===== src/rtl/face_box_tx.sv =====
// face_box_tx
//   Serialises one face bounding box into a 10-byte frame for a UART byte
//   transmitter: HEADER, x_min hi/lo, x_max hi/lo, y_min hi/lo, y_max hi/lo,
//   CHK (XOR of the eight coordinate bytes). A one-entry pending buffer
//   absorbs a box that arrives while a frame is in flight. A later box
//   overwrites the buffered one and bumps a saturating overflow counter.
//
// Ports
//   clk        : system clock, rising edge
//   rst        : asynchronous active-high reset
//   box_valid  : one-cycle strobe, coordinates valid
//   x_min, x_max, y_min, y_max : box coordinates, CW bits each
//   tx_start   : one-cycle request to the byte transmitter
//   tx_data    : byte to send, held from tx_start until its tx_done
//   tx_done    : one-cycle "byte finished" strobe from the transmitter
//   busy       : high while a frame is being sent
//   frame_done : one-cycle pulse after the last byte's tx_done
//   ovf_cnt    : number of buffered boxes lost to overwrite (saturates)
module face_box_tx #(
  parameter int unsigned CW     = 10,
  parameter logic [7:0]  HEADER = 8'hAA
) (
  input  logic          clk,
  input  logic          rst,
  input  logic          box_valid,
  input  logic [CW-1:0] x_min,
  input  logic [CW-1:0] x_max,
  input  logic [CW-1:0] y_min,
  input  logic [CW-1:0] y_max,
  output logic          tx_start,
  output logic [7:0]    tx_data,
  input  logic          tx_done,
  output logic          busy,
  output logic          frame_done,
  output logic [7:0]    ovf_cnt
);

  localparam int unsigned BW = 4 * CW;

  typedef enum logic [1:0] {S_IDLE, S_SEND, S_WAIT, S_DONE} state_t;

  state_t        state_q, state_d;
  logic [3:0]    idx_q, idx_d;
  logic [7:0]    frame_q [10];
  logic [BW-1:0] pend_q, pend_d;
  logic          pend_full_q, pend_full_d;
  logic [7:0]    ovf_q, ovf_d;
  logic          tx_start_q, tx_start_d;
  logic [7:0]    tx_data_q, tx_data_d;
  logic          busy_q, busy_d;
  logic          frame_done_q, frame_done_d;

  logic          load;
  logic [BW-1:0] box_in;
  logic [BW-1:0] src;
  logic [3:0][7:0] hi_b;
  logic [3:0][7:0] lo_b;
  logic [7:0]    chk_byte;

  assign box_in = {x_min, x_max, y_min, y_max};
  // A buffered box always wins over a box arriving in the same cycle.
  assign src    = pend_full_q ? pend_q : box_in;

  // Split each coordinate into zero-extended high byte and low byte.
  for (genvar gi = 0; gi < 4; gi++) begin : g_coord
    logic [15:0] coord_ext;
    assign coord_ext = 16'(src[BW-1-gi*CW -: CW]);
    assign hi_b[gi]  = coord_ext[15:8];
    assign lo_b[gi]  = coord_ext[7:0];
  end

  assign chk_byte = hi_b[0] ^ lo_b[0] ^ hi_b[1] ^ lo_b[1] ^
                    hi_b[2] ^ lo_b[2] ^ hi_b[3] ^ lo_b[3];

  // Frame registers are only written from IDLE, so they stay frozen while busy.
  assign load = (state_q == S_IDLE) && (pend_full_q || box_valid);

  // State and datapath registers
  always_ff @(posedge clk or posedge rst) begin
    if (rst) begin
      state_q      <= S_IDLE;
      idx_q        <= '0;
      pend_q       <= '0;
      pend_full_q  <= 1'b0;
      ovf_q        <= '0;
      tx_start_q   <= 1'b0;
      tx_data_q    <= '0;
      busy_q       <= 1'b0;
      frame_done_q <= 1'b0;
      for (int i = 0; i < 10; i++) frame_q[i] <= '0;
    end else begin
      state_q      <= state_d;
      idx_q        <= idx_d;
      pend_q       <= pend_d;
      pend_full_q  <= pend_full_d;
      ovf_q        <= ovf_d;
      tx_start_q   <= tx_start_d;
      tx_data_q    <= tx_data_d;
      busy_q       <= busy_d;
      frame_done_q <= frame_done_d;
      if (load) begin
        frame_q[0] <= HEADER;
        for (int i = 0; i < 4; i++) begin
          frame_q[1+2*i] <= hi_b[i];
          frame_q[2+2*i] <= lo_b[i];
        end
        frame_q[9] <= chk_byte;
      end
    end
  end

  // Next-state logic
  always_comb begin
    state_d = state_q;
    case (state_q)
      S_IDLE:  if (pend_full_q || box_valid) state_d = S_SEND;
      S_SEND:  state_d = S_WAIT;
      S_WAIT:  if (tx_done) state_d = (idx_q == 4'd9) ? S_DONE : S_SEND;
      S_DONE:  state_d = S_IDLE;
      default: state_d = S_IDLE;
    endcase
  end

  // Output and datapath next values
  always_comb begin
    idx_d        = idx_q;
    tx_start_d   = 1'b0;
    tx_data_d    = tx_data_q;
    busy_d       = busy_q;
    frame_done_d = 1'b0;
    pend_d       = pend_q;
    pend_full_d  = pend_full_q;
    ovf_d        = ovf_q;

    case (state_q)
      S_IDLE: begin
        if (load) begin
          idx_d  = '0;
          busy_d = 1'b1;
        end
      end
      S_SEND: begin
        tx_start_d = 1'b1;
        tx_data_d  = frame_q[idx_q];
      end
      S_WAIT: begin
        if (tx_done) begin
          if (idx_q == 4'd9) frame_done_d = 1'b1;
          else               idx_d = idx_q + 4'd1;
        end
      end
      S_DONE: busy_d = 1'b0;
      default: ;
    endcase

    if (state_q == S_IDLE) begin
      // Buffered box moves into the frame; a same-cycle box refills the buffer.
      if (pend_full_q) begin
        pend_full_d = box_valid;
        if (box_valid) pend_d = box_in;
      end
    end else if (box_valid) begin
      pend_d      = box_in;
      pend_full_d = 1'b1;
      if (pend_full_q && (ovf_q != 8'hFF)) ovf_d = ovf_q + 8'd1;
    end
  end

  assign tx_start   = tx_start_q;
  assign tx_data    = tx_data_q;
  assign busy       = busy_q;
  assign frame_done = frame_done_q;
  assign ovf_cnt    = ovf_q;

endmodule

===== config.mk =====
export PLATFORM = sky130hd
export DESIGN_NAME = face_box_tx
export DESIGN_NICKNAME = d
export VERILOG_FILES = /design/src/rtl/face_box_tx.sv
export SDC_FILE = /design/constraint.sdc
export NUM_CORES = 1
export LEC_CHECK = 0
export ABC_AREA = 1
export CAP_MARGIN = 20
export CORE_MARGIN = 4
export CORE_UTILIZATION = 45
export DETAILED_ROUTE_END_ITERATION = 7
export GPL_TIMING_DRIVEN = 1
export PLACE_DENSITY = 0.66
export REMOVE_ABC_BUFFERS = 1
export SLEW_MARGIN = 10
export SYNTH_ARGS = -nofsm -noshare
export SYNTH_HDL_FRONTEND = slang
export SYNTH_SLANG_ARGS = --single-unit

===== constraint.sdc =====
create_clock -name clk -period 11.1 [get_ports clk]
set_clock_uncertainty 0.2 [all_clocks]
set_input_delay 2.22 -clock clk [delete_from_list [all_inputs] [get_ports clk]]
set_output_delay 2.22 -clock clk [all_outputs]
set_load 0.05 [all_outputs]

* Word-level counts from Yosys, hierarchy flattened *
Index checks and enable logic that the tools add are counted.

storage, ports and cells
  flip-flop bits (word level) = 115
  output and inout port bits = 19

cells by class
  bitwise operators = 9
  magnitude comparators = 1
  $add $sub $neg = 2
  multiplexer cells = 24
  reduce and logical (&&, ||, !) cells = 11
  eq/ne operators = 10

operators by type and width
  kind                                                                   count
  40-bit two-way mux                                                     4
  8-bit binary-select mux with 4-bit select                              1
  8-bit by 2-bit bitwise XOR with 8-bit output                           3
  8-bit bitwise XOR                                                      3
  8-bit two-way mux                                                      2
  4-bit two-way mux                                                      3
  2-bit inequality test, second input constant                           5
  8-bit by 1-bit adder with 8-bit output, second input constant          1
  1-bit two-way mux                                                      8
  8-bit inequality test, second input constant                           1
  2-bit case mux with 4 select lines                                     1
  4-bit case mux with 2 select lines                                     1
  2-bit by 8-bit bitwise XOR with 8-bit output                           1
  2-bit two-way mux                                                      3
  2-bit nonzero test                                                     3
  5-bit greater-or-equal comparator, second input constant               1
  4-bit NOT with 5-bit output                                            1
  4-bit by 1-bit adder with 4-bit output, second input constant          1
  2-bit equality test, second input constant                             2
  4-bit equality test, second input constant                             1
  2-bit AND reduction                                                    2
  4-bit AND reduction                                                    1
  3-bit AND reduction                                                    1
  2-bit by 1-bit equality test with 1-bit output, second input constant  1
  other kinds (5)                                                        6

* Logic depth before layout (Yosys ltp) *
  word-level depth = 8
  gate-level depth with buffers = 14
  depth with buffers taken out = 12

* Worst setup path after synthesis *
No wires, ideal clock.

  path type = input port to flip-flop
  start = in box_valid
  end = reg idx_q[3]
  arrival time = 2.911 ns
  setup time = 0.086 ns
  data required time = 10.814 ns
  setup slack = 7.903 ns
  stages on the path = 7
  path through = inv_2 > nand2_1 > nand2_1 > buf_4 > inv_2 > buf_2 > nor3_1

on the way
  longest elaborated chain between the ends = 4

ends and longest elaborated chain
  item                                    RTL line  text
  start, declared                         25        input logic box_valid,
  1-bit logical OR                        76        assign load = (state_q == S_IDLE) && (pend_full_q || box_valid);
  1-bit logical AND                       76
  2-bit inequality test (no source line)  --
  4-bit AND reduction (no source line)    --
  end signal, assigned                    93        idx_q <= idx_d;
  end, declared                           43        logic [3:0] idx_q, idx_d;

Every way passes these cells.
A chain may end at the register's enable or synchronous reset.

* Final worst setup path *
  start = in box_valid
  end = reg, netlist name frame_q[73]

on the way
  longest elaborated chain between the ends = 2

ends and longest elaborated chain
  item               RTL line
  1-bit logical OR   76
  1-bit logical AND  76

Every way passes these cells.

==> out/qor.yml <==
pwr_density_cell_mw_per_mm2: 307.1
grt-ovfl-total: 0
path_clk_slew_ps: 50
wl_mm: 12.70
crit_arrival_ps: 4240
final.setup.worst_slack_ps: 6953
r2r_end: "pend_q[27]"
cts_hold_buf: 0
grt_pass1_wl_mm: 21.71
clockRootBuffer: "clkbuf_16"
grt_max_degree: 80
relSlewSlack_pct: 32.27
final_cells: 1018
cts_setup_buffers: 0
cp_max_fo: 57
clockBufferDepth: 2
synth_cell_type_count: 35
drt_iter0_drc: 346
netlist_area_mm2: 0.005992
start_util_pct: 46.72
design.core.area_mm2: 0.01282
hold_end: "pend_q[0]"
seq_power_share_pct: 33.0
vias_per_cell: 4.867
synth_cells: 786
die_x_um: 123.4
diodes: 0
ant_nets: 0
preCtsSetupSlack_ps: 6561
cts_tree: "done"
first_pass_iters: 5
synth_edf_count: 0
port_buffers: 62
htreeDepth: 4
gp_congestion: 0.8228
synth_warnings: 0
cts.sink_count: 115
min_from: "pend_q[0]"
fin_crit_sh_pct: 37.36
pwr-share-comb_pct: 45.0
peakVddDrop_mv: 0.1804
tns_ps: 0
p_sw_mw: 0.9370
hold_viol: 0
cp.required_ps: 11190
layout-drive-gt1-share_pct: 6.147
utilization_pct: 55.80
hold_depth: 2
status: "finished clean"
maxSlewViolCount: 0
reg2reg_setup_slack_ps: 8560
p_total_mw: 2.197
postSynthAreaPerCell_um2: 7.623
area_growth_pct: 19.42
rsz0062_at_grt: "false"
dpl.hpwl_mm: 8.730
post_cts_resized: 0
startpoint_type: "input pin"
yosys_register_bits: 115
mostFrequentLayoutCell: "nand2_1"
vias: 4955
grt.total_usage_pct: 17.95
setup_viol: 0
final_nets: 882
r2r-start: "pend_full_q"
grt_antenna_before_repair: 0
min_period_ps: 4147
grt_pass1_vias: 4710
ios: 63
synthArstFlopShare_pct: 100.0
clkLatencyLatePin_ps: 410
fp.dieH_um: 123.4
placed_cells: 988
worst_pin_slew_ps: 1012
route.detailed.drc: 0
r2r_cells: 6
endpoint_kind: "register"
fmax_mhz: 241.1
swShare_pct: 42.64
clock_power_share_pct: 22.0
hold_path_class: "reg -> reg"
rows: 41
p_int_mw: 1.260
avgRoutedWirePerCell_um: 12.47
maxCapViolations: 0
final_cell_mix: "nand2_1 (282), dfrtp_1 (114), o21ai_0 (96)"
p_leak_nw: 3.536
dieArea_mm2: 0.01523
cts_buffers: 17
yosysSeqAreaShare_pct: 48.03
ys.flop_type: "dfrtp_1"
path_class: "in -> reg"
logic make-up (layout without fill, tap and decap cells):
logic type | Yosys count | count (layout) | share of synthesized area (%)
AND/OR/NAND/NOR | 351 | 351 | 23.37
adder cells (fa/ha/maj) | 3 | 3 | 0.6265
XOR/XNOR | 22 | 22 | 3.216
flip-flops | 115 | 115 | 48.03
AO/OA/AOI/OAI | 160 | 160 | 14.51
buffers and inverters | 135 | 195 | 10.25
worst max-delay path, stage by stage:
cell and delay, ps:
clkdlybuf4s50_1 510, inv_2 100, nand2_1 60, nand2_1 70, buf_4 430, inv_2 410
or2_2 380
synth_stat cells (10+ instances only):
cell | n | area [um^2]
dfrtp_1 | 115 | 2878
o21ai_1 | 24 | 120.1
nand2_1 | 282 | 1059
inv_1 | 94 | 352.8
buf_2 | 12 | 60.06
o21ai_0 | 96 | 480.5
clkbuf_1 | 10 | 37.54
xor2_1 | 16 | 140.1
nor2_1 | 29 | 108.9
nand3_1 | 17 | 85.08
a21oi_1 | 19 | 95.09
registers in the layout, indices dropped and copies added (netlist names):
signal / count
state_q: 2
idx_q: 4
frame_done: 1
tx_data: 8
busy: 1
pend_q: 40
pend_full_q: 1
ovf_cnt: 8
tx_start: 1
frame_q: 49
power groups by stage:
stage	clock network [mW]	registers, mW	logic, mW
6_report	0.483	0.725	0.989
4_1_cts	0.493	0.725	1.00
3_3_place_gp	0	0.723	0.967
2_1_floorplan	0	0.821	0.635
3_5_place_dp	0	0.729	0.998
5_1_grt	0.513	0.750	1.14
stage by stage:
step / hold WS (ps) / cell area [um^2]
global route: 289.0 / 7156
finish: 266.7 / 7156
global placement: 247.7 / 6614
floorplan: 234.2 / 5752
CTS: 268.7 / 7156
detailed placement: 256.0 / 6634
routing by layer:
layer | routed length [um] | GRT usage, %
met1 | 6101 | 23.80
met4 | 152 | 5.813
met2 | 5939 | 28.68
met5 | 0 | 0
met3 | 503 | 4.803
worst max path at each step:
stage	startpoint	end	cells past startpoint
after CTS	ovf_cnt[4]	ovf_cnt[4]	1
after global routing	box_valid	frame_q[73]	7
after detailed placement	box_valid	frame_q[73]	7
after floorplan	rst	busy	1
after global placement	box_valid	frame_q[73]	7
final	box_valid	frame_q[73]	7
final cells by class:
cell class	count	area, um^2
Timing Repair Buffer	66	663.1
Clock buffer	24	491.7
Tap cell	172	215.2
Multi-Input combinational cell	536	2500
Sequential cell	115	2879
Fill cell	1187	5669
Inverter	99	376.6
Clock inverter	6	30.03
No activity file was read; power rests on OpenSTA's default activity.
